==> src/rtl/video_scan_out.sv <==
// video_scan_out: raster scan-out engine. A pixel clock-enable derived from the
// system clock advances H/V counters, fetches source pixels over a request/valid
// handshake with power-of-two pixel replication, and drives pixel data,
// data-enable and syncs aligned one pixel period behind the counters.
// Optional feature: define VIDEO_UNDERRUN_COUNT_EN to add a saturating 16-bit
// underrunCount output.
module video_scan_out #(
  parameter int PIX_W       = 8,
  parameter int PIXEL_DIV   = 2,
  parameter int H_VISIBLE   = 640,
  parameter int H_FRONT     = 16,
  parameter int H_SYNC      = 96,
  parameter int H_BACK      = 48,
  parameter int V_VISIBLE   = 480,
  parameter int V_FRONT     = 10,
  parameter int V_SYNC      = 2,
  parameter int V_BACK      = 33,
  parameter int SCALE_SHIFT = 1,
  parameter bit H_SYNC_POL  = 1'b0,
  parameter bit V_SYNC_POL  = 1'b0,
  parameter int ADDR_W      = 17
) (
  input  logic              clock,
  input  logic              reset,
  output logic [ADDR_W-1:0] memAddress,
  output logic              memRead,
  input  logic [PIX_W-1:0]  memData,
  input  logic              memValid,
  output logic [PIX_W-1:0]  pixelOut,
  output logic              dataEnable,
  output logic              hSync,
  output logic              vSync,
  output logic              frameStart,
  output logic              underrun,
  input  logic              underrunClear
`ifdef VIDEO_UNDERRUN_COUNT_EN
  ,
  output logic [15:0]       underrunCount
`endif
);

  localparam int H_TOTAL      = H_VISIBLE + H_FRONT + H_SYNC + H_BACK;
  localparam int V_TOTAL      = V_VISIBLE + V_FRONT + V_SYNC + V_BACK;
  localparam int HW           = $clog2(H_TOTAL);
  localparam int VW           = $clog2(V_TOTAL);
  localparam int DW           = $clog2(PIXEL_DIV);
  localparam int SCALE_MASK   = (1 << SCALE_SHIFT) - 1;
  localparam int H_SYNC_START = H_VISIBLE + H_FRONT;
  localparam int H_SYNC_END   = H_SYNC_START + H_SYNC - 1;
  localparam int V_SYNC_START = V_VISIBLE + V_FRONT;
  localparam int V_SYNC_END   = V_SYNC_START + V_SYNC - 1;
  localparam logic [ADDR_W-1:0] LINE_STEP = ADDR_W'(H_VISIBLE >> SCALE_SHIFT);

  logic [DW-1:0]     divCount;
  logic              tick;
  logic [HW-1:0]     hCount;
  logic [VW-1:0]     vCount;
  logic              hWrap;
  logic              vWrap;
  logic              visible;
  logic              fetchHit;
  logic              lineStep;
  logic              hActive;
  logic              vActive;
  logic [ADDR_W-1:0] lineBase;
  logic              pending;
  logic [PIX_W-1:0]  hold;
  logic [PIX_W-1:0]  nextHold;
  logic              captureHit;
  logic              underrunEvent;
  logic              visD;
  logic              hActD;
  logic              vActD;

  assign tick          = (divCount == DW'(PIXEL_DIV - 1));
  assign hWrap         = (hCount == HW'(H_TOTAL - 1));
  assign vWrap         = (vCount == VW'(V_TOTAL - 1));
  assign visible       = (hCount < HW'(H_VISIBLE)) && (vCount < VW'(V_VISIBLE));
  assign fetchHit      = visible && ((hCount & HW'(SCALE_MASK)) == '0);
  assign lineStep      = (vCount < VW'(V_VISIBLE)) &&
                         ((vCount & VW'(SCALE_MASK)) == VW'(SCALE_MASK));
  assign hActive       = (hCount >= HW'(H_SYNC_START)) && (hCount <= HW'(H_SYNC_END));
  assign vActive       = (vCount >= VW'(V_SYNC_START)) && (vCount <= VW'(V_SYNC_END));
  assign captureHit    = pending && memValid;
  assign nextHold      = captureHit ? memData : hold;
  assign underrunEvent = tick && pending && !memValid;

  // Pixel clock-enable divider: tick on the last system clock of each pixel
  always_ff @(posedge clock) begin
    if (reset)     divCount <= '0;
    else if (tick) divCount <= '0;
    else           divCount <= divCount + 1'b1;
  end

  // Raster position; vCount only moves when hCount wraps
  always_ff @(posedge clock) begin
    if (reset) begin
      hCount <= '0;
      vCount <= '0;
    end else if (tick) begin
      if (hWrap) begin
        hCount <= '0;
        vCount <= vWrap ? '0 : vCount + 1'b1;
      end else begin
        hCount <= hCount + 1'b1;
      end
    end
  end

  // Start address of the current source line, stepped once per replicated line group
  always_ff @(posedge clock) begin
    if (reset) begin
      lineBase <= '0;
    end else if (tick && hWrap) begin
      if (vWrap)         lineBase <= '0;
      else if (lineStep) lineBase <= lineBase + LINE_STEP;
    end
  end

  // Fetch stage: issue one request per source pixel and track whether it is outstanding
  always_ff @(posedge clock) begin
    if (reset) begin
      memAddress <= '0;
      memRead    <= 1'b0;
      pending    <= 1'b0;
      frameStart <= 1'b0;
    end else begin
      memRead    <= 1'b0;
      frameStart <= 1'b0;
      if (captureHit) pending <= 1'b0;
      if (tick) begin
        frameStart <= (hCount == '0) && (vCount == '0);
        pending    <= fetchHit;
        if (fetchHit) begin
          memAddress <= lineBase + ADDR_W'(hCount >> SCALE_SHIFT);
          memRead    <= 1'b1;
        end
      end
    end
  end

  // Hold register keeps the last returned pixel for replication and underrun fill
  always_ff @(posedge clock) begin
    if (reset) hold <= '0;
    else       hold <= nextHold;
  end

  // Output stage: position flags delayed one pixel so syncs line up with pixel data
  always_ff @(posedge clock) begin
    if (reset) begin
      visD       <= 1'b0;
      hActD      <= 1'b0;
      vActD      <= 1'b0;
      dataEnable <= 1'b0;
      pixelOut   <= '0;
      hSync      <= ~H_SYNC_POL;
      vSync      <= ~V_SYNC_POL;
    end else if (tick) begin
      visD       <= visible;
      hActD      <= hActive;
      vActD      <= vActive;
      dataEnable <= visD;
      pixelOut   <= visD ? nextHold : '0;
      hSync      <= hActD ? H_SYNC_POL : ~H_SYNC_POL;
      vSync      <= vActD ? V_SYNC_POL : ~V_SYNC_POL;
    end
  end

  // Sticky underrun flag; a new underrun beats a simultaneous clear
  always_ff @(posedge clock) begin
    if (reset)              underrun <= 1'b0;
    else if (underrunEvent) underrun <= 1'b1;
    else if (underrunClear) underrun <= 1'b0;
  end

`ifdef VIDEO_UNDERRUN_COUNT_EN
  // Saturating underrun event counter, cleared together with the flag
  always_ff @(posedge clock) begin
    if (reset) begin
      underrunCount <= '0;
    end else if (underrunEvent) begin
      if (underrunCount != 16'hFFFF) underrunCount <= underrunCount + 1'b1;
    end else if (underrunClear) begin
      underrunCount <= '0;
    end
  end
`endif

endmodule

==> config.mk <==
export PLATFORM = sky130hd
export DESIGN_NAME = video_scan_out
export DESIGN_NICKNAME = d
export VERILOG_FILES = /design/src/rtl/video_scan_out.sv
export SDC_FILE = /design/constraint.sdc
export NUM_CORES = 1
export LEC_CHECK = 0
export BUFFER_PORTS_ARGS = -buffer_cell sky130_fd_sc_hd__buf_2
export CORE_UTILIZATION = 38
export DETAILED_ROUTE_END_ITERATION = 8
export PLACE_DENSITY = 0.6
export REMOVE_ABC_BUFFERS = 1
export SYNTH_ARGS = -nofsm -noshare
export SYNTH_HDL_FRONTEND = slang
export SYNTH_SLANG_ARGS = --single-unit
==> constraint.sdc <==
create_clock -name clock -period 4.8 [get_ports clock]
set_clock_uncertainty 0.1 [all_clocks]
set_input_delay 0.48 -clock clock [delete_from_list [all_inputs] [get_ports clock]]
set_output_delay 0.48 -clock clock [all_outputs]
set_load 0.01 [all_outputs]
==> out/summary.log, run 1 <==
qor: run_status.status finished, violations left
qor: run_status.failed_checks DRC
qor: final_layout.final.fill_count 858
qor: synth.ys_types 53
qor: final_layout.antennaDiodeCount 0
qor: synth.syn-mean-instance-area 8.75 µm²
qor: global_routing.antenna_violations_before_repair 0
qor: final_layout.layout-drive-gt1-share 0.156
qor: timing.holdWs 0.286 ns
qor: synth.synth-main-ff-cell dfxtp_1
qor: timing.clock.fmax 355 MHz
qor: worst_setup_path.slowest_cp_cell o21bai_2
qor: timing.finalCritPeriodShare 0.587
qor: worst_setup_path.regToRegSetupSlack 1.98 ns
qor: synth.synth.most_common_cell dfxtp_1
qor: worst_setup_path.timing.critical_path.arrival 2.92 ns
qor: drt.drt-initial-drc-count 123
qor: worst_setup_path.critical_path_data_required_time 4.90 ns
qor: global_routing.grt_start_max_net_pins 51
qor: timing.hold_violations 0
qor: synth.synth_largest_area_cell dfxtp_1
qor: worst_setup_path.worst-setup-path-type reg -> reg
qor: worst_setup_path.critical_path_sink_type register
qor: clocking.cts_setup_buffers 0
qor: drt.wire_per_inst 14.6 µm
qor: die.total_die_area 9570 µm²
qor: die.fp.dieW 97.8 µm
qor: worst_hold_path.hold_start memData[6]
qor: timing.setup_total_negative_slack 0 ns
qor: die.core_region_area 8810 µm²
qor: placed_design.detailed_place_hpwl 5.39 mm
qor: drt.route.detailed.drc 14
qor: global_routing.first_pass_grt_wire_length 13.0 mm
qor: synth.synth_seq_cells 75
qor: timing.relSlewSlack 0.437
qor: synth.synth_seq_area_share 0.430
qor: global_routing.grtUsageTotal 0.173
qor: power_and_ir_drop.p_per_area 320 nW/µm²
qor: clocking.cts.repair.resized 0
qor: die.design.portCount 43
qor: timing.report.final.slew_viol_count 0
qor: worst_setup_path.timing.critical_path.from hCount[1]
qor: synth.mappedNetlistArea 3490 µm²
qor: timing.grt_setup_unrepaired false
qor: synth.synth.top_cells.by_area dfxtp_1, a21oi_1, nand2_1
qor: synth.synth_async_sr_flop_share 0
qor: timing.worst_pin_slew 0.845 ns
qor: power_and_ir_drop.power.leakage 0.00145 µW
qor: power_and_ir_drop.worst_ir_drop_vdd 0.000108 V
qor: worst_setup_path.critPathBufInv 1
qor: final_layout.finalCoreUtilization 0.447
qor: synth.syn-instance-count 399
qor: placed_design.gp_congestion 0.819
qor: worst_setup_path.timing.critical_path.fanout_max 22
qor: clocking.cts.root.buffer_cell clkbuf_8
qor: worst_hold_path.min-delay-path-class in -> reg
qor: synth.yosys_warnings 0
qor: placed_design.port_buffers 42
qor: worst_setup_path.path_delay_family simple AND/OR/NAND/NOR gates
qor: drt.drt.antenna.violating_nets 0
qor: die.placement_rows 34
qor: power_and_ir_drop.post-layout-total-power 1260 µW
qor: worst_setup_path.crit_path_start_kind register
qor: clocking.clock_path_buffers 2
qor: clocking.tritoncts yes
qor: clocking.cts_bufs_inserted 9
qor: drt.dr.pass1.iters 6
qor: global_routing.grt_pass1_vias 2645
qor: die.initial_utilization 0.396
qor: worst_setup_path.slowest_delay 0.60 ns
qor: synth.synth.top_cells.by_count dfxtp_1, nand2_1, nor2_1
qor: final_layout.nNetsFinal 445
qor: clocking.clock_transition_at_the_register_clock_pins_on_the_worst_setup_and_hold_paths_after_cts 0.08 ns
qor: synth.synth_top_cell_area_share 0.430
qor: timing.final-setup-viol-count 0
qor: worst_setup_path.worst_r2r_startpoint hCount[1]
qor: drt.wirelength 7.84 mm
qor: job.cap_viol_max_count 0
qor: die.die_y 97.8 µm
qor: worst_setup_path.worstPathCellList ha_1, and4_1, nand4_1, buf_4, o21bai_2, a211oi_1
qor: global_routing.grt_overflow 0
qor: clocking.cts.sink_count 75
qor: synth.post_synth_edffs 0
qor: timing.final_period_minus_worst_setup_slack 2.82 ns
qor: clocking.cts.hold.buffers_added 0
qor: drt.routed_vias 2929
qor: clocking.worstSkewPairLatency 0.35 ns
qor: clocking.htree_num_levels 3
qor: drt.vias_per_cell 5.44
qor: final_layout.syn2layout_area_growth 12.9%
-- report_power, final --
part / switching, µW / leakage (µW) / internal [µW]
Combinational: 44.6 / 0.000729 / 25.4
Sequential: 7.11 / 0.000607 / 635
Clock: 241 / 0.000113 / 307
-- sequential cells by signal, summed over array words and instances, names as in the netlist, 8 cells and up --
register	flops
pixelOut	8
lineBase	11
memAddress	17
hCount	10
hold	8
vCount	10
-- placed cells by master, fill, tap and decap left out, types with 9 or more instances in the layout --
cell type and instances:
inv_1 12, dfxtp_1 75, a211oi_1 9, nor2_1 33, xnor2_1 11, nand4_1 9, o21ai_0 12, a21oi_1 32
nand3_1 16, clkbuf_8 10, nand2_1 36, nand2b_1 13, buf_2 42, nor3_1 13
-- metrics by stage --
stage | setup slack, ns | instances | instance area, µm²
2_1_floorplan | 2.03 | 369 | 3350
3_3_place_gp | 2.12 | 522 | 3720
3_5_place_dp | 2.01 | 522 | 3720
4_1_cts | 1.98 | 538 | 3940
5_1_grt | 1.67 | 538 | 3940
6_report | 1.98 | 538 | 3940
-- cell type report --
| class | count | area (µm²) | share of cell area |
|---|---|---|---|
| well taps | 108 | 135 | 0.0343 |
| clock buffers | 10 | 138 | 0.0349 |
| flip-flops and latches | 75 | 1500 | 0.381 |
| multi-input cells | 282 | 1800 | 0.457 |
| inverters | 12 | 45.0 | 0.0114 |
| repair buffers | 45 | 233 | 0.0591 |
| clock inverters | 6 | 86.3 | 0.0219 |
-- worst paths after layout --
path | cells after the start | endpoint
worst max register to register | 6 | lineBase[15]
worst min-delay path | 3 | hold[6]
worst min register to register | 2 | memAddress[8]
worst max-delay path | 6 | lineBase[15]
-- metal layers --
metal,share of wire,routed length (µm),GRT usage
met1,0.51,4000,0.232
met2,0.44,3470,0.260
met3,0.032,254,0.0365
met4,0.015,116,0.0886
met5,0,0,0
-- cell families after synthesis --
group                      share of synthesized area
and+or+nand+nor                                0.246
AOI/OAI and AO/OA                              0.181
muxes                                         0.0229
xor gates and xnor gates                      0.0376
DFF                                            0.430
adders and majority gates                     0.0287
buffers and inverters                         0.0534
-- worst reg2reg max path: stages, from the launching register on --
cell,delay [ns]
dfxtp_1,0.43
ha_1,0.24
and4_1,0.29
nand4_1,0.49
buf_4,0.42
o21bai_2,0.61
a211oi_1,0.10
No activity file was read; power rests on OpenSTA's default activity.
==> run 2, diff against run 1 <==
- clock period: 4.8 -> 2.7 ns (I/O delays scaled with it)
==> run 2 against run 1 <==
Against the previous run:
- the run still ends with DRC left
- count of clock-buffer cells in the layout unchanged
- critical path depth decreased by 1
- via count increased by 0.96%
- first-iteration DRC count decreased by 23%
- non-clock buffer count increased by 5
- cell count increased by 0.93%
- critical path type unchanged
- largest cell class unchanged
==> out/summary.log, run 2 (synthesis results as in run 1) <==
qor: placed_design.detailed_place_hpwl 5.49 mm
qor: worst_setup_path.cp_num_cells 5
qor: clocking.cts.hold.buffers_added 0
qor: clocking.cts.repair.resized 0
qor: timing.report.final.slew_viol_count 0
qor: worst_hold_path.min-delay-path-class in -> reg
qor: final_layout.antennaDiodeCount 0
qor: worst_setup_path.critical_path_data_required_time 2.86 ns
qor: drt.dr.pass1.iters 7
qor: global_routing.first_pass_grt_wire_length 13.0 mm
qor: global_routing.grt_overflow 0
qor: final_layout.syn2layout_area_growth 12.4%
qor: placed_design.numPlacedInstances 527
qor: die.fp.dieW 97.8 µm
qor: placed_design.gp_congestion 0.782
qor: timing.setup_total_negative_slack 0 ns
qor: final_layout.layout-drive-gt1-share 0.163
qor: worst_setup_path.worst_reg2reg_path_length_in_cells 5
qor: run_status.status finished, violations left
qor: power_and_ir_drop.power.leakage 0.00144 µW
qor: clocking.worstSkewPairLatency 0.36 ns
qor: worst_hold_path.endpoint_with_the_worst_hold_slack hold[2]
qor: worst_setup_path.path_delay_family simple AND/OR/NAND/NOR gates
qor: timing.relSlewSlack 0.549
qor: clocking.cts_setup_buffers 0
qor: worst_setup_path.timing.critical_path.fanout_max 7
qor: clocking.cts_bufs_inserted 9
qor: final_layout.largest_registers memAddress: 17 flops, lineBase: 11 flops
qor: worst_hold_path.hold_start memData[2]
qor: timing.grt_setup_unrepaired false
qor: timing.worst_pin_slew 0.677 ns
qor: worst_setup_path.slowest_cp_cell dfxtp_1
qor: worst_setup_path.timing.critical_path.from hCount[7]
qor: die.design.portCount 43
qor: drt.route.detailed.drc 14
qor: worst_setup_path.regToRegSetupSlack 0.48 ns
qor: power_and_ir_drop.worst_ir_drop_vdd 0.000192 V
qor: timing.final-setup-viol-count 0
qor: timing.final_period_minus_worst_setup_slack 2.22 ns
qor: final_layout.largest-register memAddress
qor: drt.wirelength 7.79 mm
qor: worst_setup_path.critical_path_sink_type register
qor: timing.clock.fmax 451 MHz
qor: drt.drt.antenna.violating_nets 0
qor: die.total_die_area 9570 µm²
qor: global_routing.grt_start_max_net_pins 39
qor: worst_setup_path.timing.rr.end memAddress[16]
qor: global_routing.grt_pass1_vias 2754
qor: drt.routed_vias 2957
qor: timing.holdWs 0.0718 ns
qor: job.cap_viol_max_count 0
qor: run_status.failed_checks DRC
qor: final_layout.layout_common_cells dfxtp_1, buf_2, nand2_1
qor: die.core_region_area 8810 µm²
qor: final_layout.nNetsFinal 450
qor: worst_setup_path.timing.critical_path.arrival 2.38 ns
qor: worst_setup_path.worstPathCellList ha_1, a211oi_1, or3_1, or4_1, a311oi_1
qor: global_routing.grtUsageTotal 0.168
qor: worst_setup_path.critPathBufInv 0
qor: drt.vias_per_cell 5.45
qor: final_layout.final-instance-count-excl-fill 543
qor: global_routing.antenna_violations_before_repair 0
qor: worst_setup_path.crit_path_start_kind register
qor: worst_setup_path.worst-setup-path-type reg -> reg
qor: drt.wire_per_inst 14.3 µm
qor: power_and_ir_drop.p_per_area 518 nW/µm²
qor: clocking.htree_num_levels 3
qor: drt.drt-initial-drc-count 95
qor: worst_setup_path.worst_r2r_startpoint hCount[7]
qor: final_layout.layout.cells.most_common dfxtp_1
qor: worst_setup_path.slowest_delay 0.49 ns
qor: clocking.cts.sink_count 75
qor: die.initial_utilization 0.396
qor: clocking.clock_transition_at_the_register_clock_pins_on_the_worst_setup_and_hold_paths_after_cts 0.08 ns
qor: timing.hold_violations 0
qor: timing.finalCritPeriodShare 0.821
qor: final_layout.largest_reg_flops 17
qor: power_and_ir_drop.post-layout-total-power 2030 µW
qor: placed_design.port_buffers 42
qor: worst_hold_path.hold_path_depth 3
qor: die.die_y 97.8 µm
qor: clocking.clock_path_buffers 2
qor: die.placement_rows 34
qor: clocking.tritoncts yes
qor: clocking.cts.root.buffer_cell clkbuf_8
run 2: changes by cell type in the layout (fill, tap and decap cells not counted):
cell	before	now
bufinv_16	2	0
clkbuf_1	0	1
clkinvlp_4	1	2
buf_4	3	8
clkbuf_8	10	9
inv_6	1	0
clkinv_4	0	2
run 2: cell type report:
cell class	count	area [µm²]
Fill cell	878	4880
Sequential cell	75	1500
Inverter	12	45.0
Clock inverter	6	42.5
Multi-Input combinational cell	282	1800
Clock buffer	10	128
Tap cell	108	135
Timing Repair Buffer	50	270
run 2: how the worst max path moves through the flow:
stage / to / slack, ns
after CTS: memAddress[16] / 0.48
after global placement: memAddress[16] / 0.55
after global routing: memAddress[16] / 0.36
after floorplan: vCount[7] / -0.07
final: memAddress[16] / 0.48
after detailed placement: memAddress[16] / 0.47
run 2: worst reg2reg max path: stages, from the launching register on:
cell and delay (ns):
dfxtp_1 0.49, ha_1 0.27, a211oi_1 0.16, or3_1 0.44, or4_1 0.40, a311oi_1 0.27
run 2: stage by stage:
stage	area, µm²	utilization	worst slack, ns
floorplan	3350	-	-0.0729
global placement	3750	0.426	0.551
detailed placement	3750	0.426	0.468
CTS	3920	0.446	0.477
global route	3920	0.446	0.358
finish	3920	0.446	0.485
run 2: layer usage:
layer | track usage | up-vias | part of all wire | routed length [µm]
met2 | 0.247 | 58 | 0.43 | 3360
met1 | 0.236 | 1368 | 0.51 | 3940
met4 | 0.0734 | 0 | 0.016 | 121
met3 | 0.0344 | 11 | 0.047 | 366
met5 | 0 | - | 0 | 0
li1 | - | 1520 | - | -
run 2: where the power goes:
part	total, µW	switching [µW]	leakage (µW)	internal [µW]
logic	124	76.8	0.000754	47.4
clock network	764	431	0.0000822	333
registers	1140	15.0	0.000607	1130
==> run 3, diff against run 2 <==
- clock period: 2.7 -> 2.29 ns (I/O delays scaled with it)
==> run 3 against run 2 <==
Against the previous run:
- the run still ends with DRC left
- worst setup slack lost 0.34 ns
- first-iteration DRC count increased by 100%
- register-to-register slack got worse by 0.34 ns
- worst hold slack worse by 0.038 ns
- via count is 3.8% higher
- clock power is 47% higher
- wire length increased by 3.5%
- total power grew 29%
- count of clock-buffer cells in the layout is the same
- cell area rose by 4.8%
- largest power group unchanged
- cell count grew 3.1%
- flip-flop and latch count is the same
==> out/summary.log, run 3 (synthesis results as in run 1) <==
qor: timing.final-setup-viol-count 0
qor: timing.clock.fmax 466 MHz
qor: timing.grt_setup_unrepaired false
qor: clocking.cts.root.buffer_cell clkbuf_8
qor: placed_design.gp_congestion 0.817
qor: worst_setup_path.critical_path_data_required_time 2.47 ns
qor: timing.hold_violations 0
qor: worst_setup_path.timing.critical_path.fanout_max 38
qor: clocking.tritoncts yes
qor: final_layout.largest-register memAddress
qor: timing.holdWs 0.0338 ns
qor: timing.finalCritPeriodShare 0.937
qor: final_layout.nNetsFinal 467
qor: timing.final_period_minus_worst_setup_slack 2.15 ns
qor: die.fp.dieW 97.8 µm
qor: worst_setup_path.crit_path_start_kind register
qor: power_and_ir_drop.worst_ir_drop_vdd 0.000256 V
qor: placed_design.port_buffers 42
qor: worst_hold_path.min-delay-path-class in -> reg
qor: drt.wirelength 8.06 mm
qor: final_layout.largest_registers memAddress: 17 flops, lineBase: 11 flops
qor: placed_design.detailed_place_hpwl 5.81 mm
qor: job.cap_viol_max_count 0
qor: final_layout.antennaDiodeCount 0
qor: clocking.clock_path_buffers 2
qor: global_routing.grt_overflow 0
qor: worst_setup_path.worst-setup-path-type reg -> reg
qor: drt.route.detailed.drc 14
qor: final_layout.layout.cells.most_common dfxtp_1
qor: global_routing.grt_start_max_net_pins 39
qor: die.placement_rows 34
qor: worst_setup_path.slowest_cp_cell or4b_1
qor: drt.vias_per_cell 5.48
qor: timing.worst_pin_slew 0.494 ns
qor: placed_design.post_dp_cell_area 3890 µm²
qor: die.total_die_area 9570 µm²
qor: die.die_y 97.8 µm
qor: clocking.htree_num_levels 3
qor: clocking.cts_setup_buffers 0
qor: worst_setup_path.critPathBufInv 1
qor: drt.drt-initial-drc-count 193
qor: run_status.status finished, violations left
qor: global_routing.grt_pass1_vias 2933
qor: drt.drt.antenna.violating_nets 0
qor: clocking.clock_transition_at_the_register_clock_pins_on_the_worst_setup_and_hold_paths_after_cts 0.08 ns
qor: final_layout.largest_reg_flops 17
qor: worst_setup_path.critical_path_sink_type register
qor: die.core_region_area 8810 µm²
qor: run_status.failed_checks DRC
qor: worst_setup_path.worstPathCellList ha_1, and4_1, nand4_1, buf_12, or4b_1, a31oi_1
qor: clocking.cts.sink_count 75
qor: final_layout.final.fill_count 874
qor: global_routing.grtUsageTotal 0.184
qor: drt.wire_per_inst 14.4 µm
qor: final_layout.finalCoreUtilization 0.467
qor: worst_setup_path.timing.critical_path.arrival 2.33 ns
qor: clocking.cts.repair.resized 0
qor: die.initial_utilization 0.396
qor: final_layout.finalInstanceArea 4110 µm²
qor: final_layout.syn2layout_area_growth 17.8%
qor: global_routing.antenna_violations_before_repair 0
qor: clocking.cts_bufs_inserted 9
qor: worst_setup_path.path_delay_family simple AND/OR/NAND/NOR gates
qor: power_and_ir_drop.power.leakage 0.00156 µW
qor: clocking.worstSkewPairLatency 0.35 ns
qor: worst_setup_path.slowest_delay 0.52 ns
qor: drt.routed_vias 3069
qor: clocking.cts.hold.buffers_added 0
qor: global_routing.first_pass_grt_wire_length 14.2 mm
qor: power_and_ir_drop.p_per_area 637 nW/µm²
qor: drt.dr.pass1.iters 6
qor: timing.relSlewSlack 0.668
qor: timing.report.final.slew_viol_count 0
qor: final_layout.layout-drive-gt1-share 0.195
qor: final_layout.layout_common_cells dfxtp_1, buf_2, nand2_1
qor: die.design.portCount 43
==> run 3: cell count changes in the layout (fill, tap and decap cells not counted) <==
cell        previous run  this run
buf_12                 0         1
bufinv_16              0         2
clkinvlp_4             2         1
buf_4                  8        24
clkinv_2               2         1
==> run 3: path summary, 6_finish.rpt <==
kind / startpoint / endpoint / slack (ns) / cells after the start
setup / recovery: hCount[0] / lineBase[16] / 0.14 / 6
hold / removal: memData[4] / hold[4] / 0.03 / 3
setup reg to reg: hCount[0] / lineBase[16] / 0.14 / 6
hold reg to reg: memAddress[6] / memAddress[6] / 0.36 / 2
==> run 3: through the flow <==
stage               setup WS [ns]  instances  power (µW)  TNS [ns]
finish                      0.143        560        2620         0
detailed placement          0.146        544        1540         0
CTS                         0.161        560        2660         0
floorplan                  -0.483        369        1460     -9.18
global route              0.00770        560        2740         0
global placement            0.234        544        1540         0
==> run 3: area by class of cell <==
type                    instances  area, µm²  share of cell area
repair buffers                 67        410              0.0998
well taps                     108        135              0.0329
inverters                      12       45.0              0.0110
clock inverters                 6       90.1              0.0219
multi-input cells             282       1800               0.438
flip-flops and latches         75       1500               0.365
clock buffers                  10        128              0.0310
==> run 3: worst register-to-register path, cell delays in order, from the launching register on <==
cell and delay (ns):
dfxtp_1 0.40, ha_1 0.21, and4_1 0.30, nand4_1 0.18
buf_12 0.22, or4b_1 0.53, a31oi_1 0.14
==> run 3: metal layers <==
layer,vias up,share of wire,GRT usage
li1,1548,-,-
met1,1458,0.49,0.252
met2,52,0.46,0.285
met3,11,0.036,0.0344
met4,0,0.014,0.0699
met5,-,0,0
==> run 3: power breakdown <==
part           leakage, µW  internal, µW  switching [µW]
sequential        0.000607          1330            14.1
combinational     0.000848          64.0            95.1
clock             0.000106           616             500
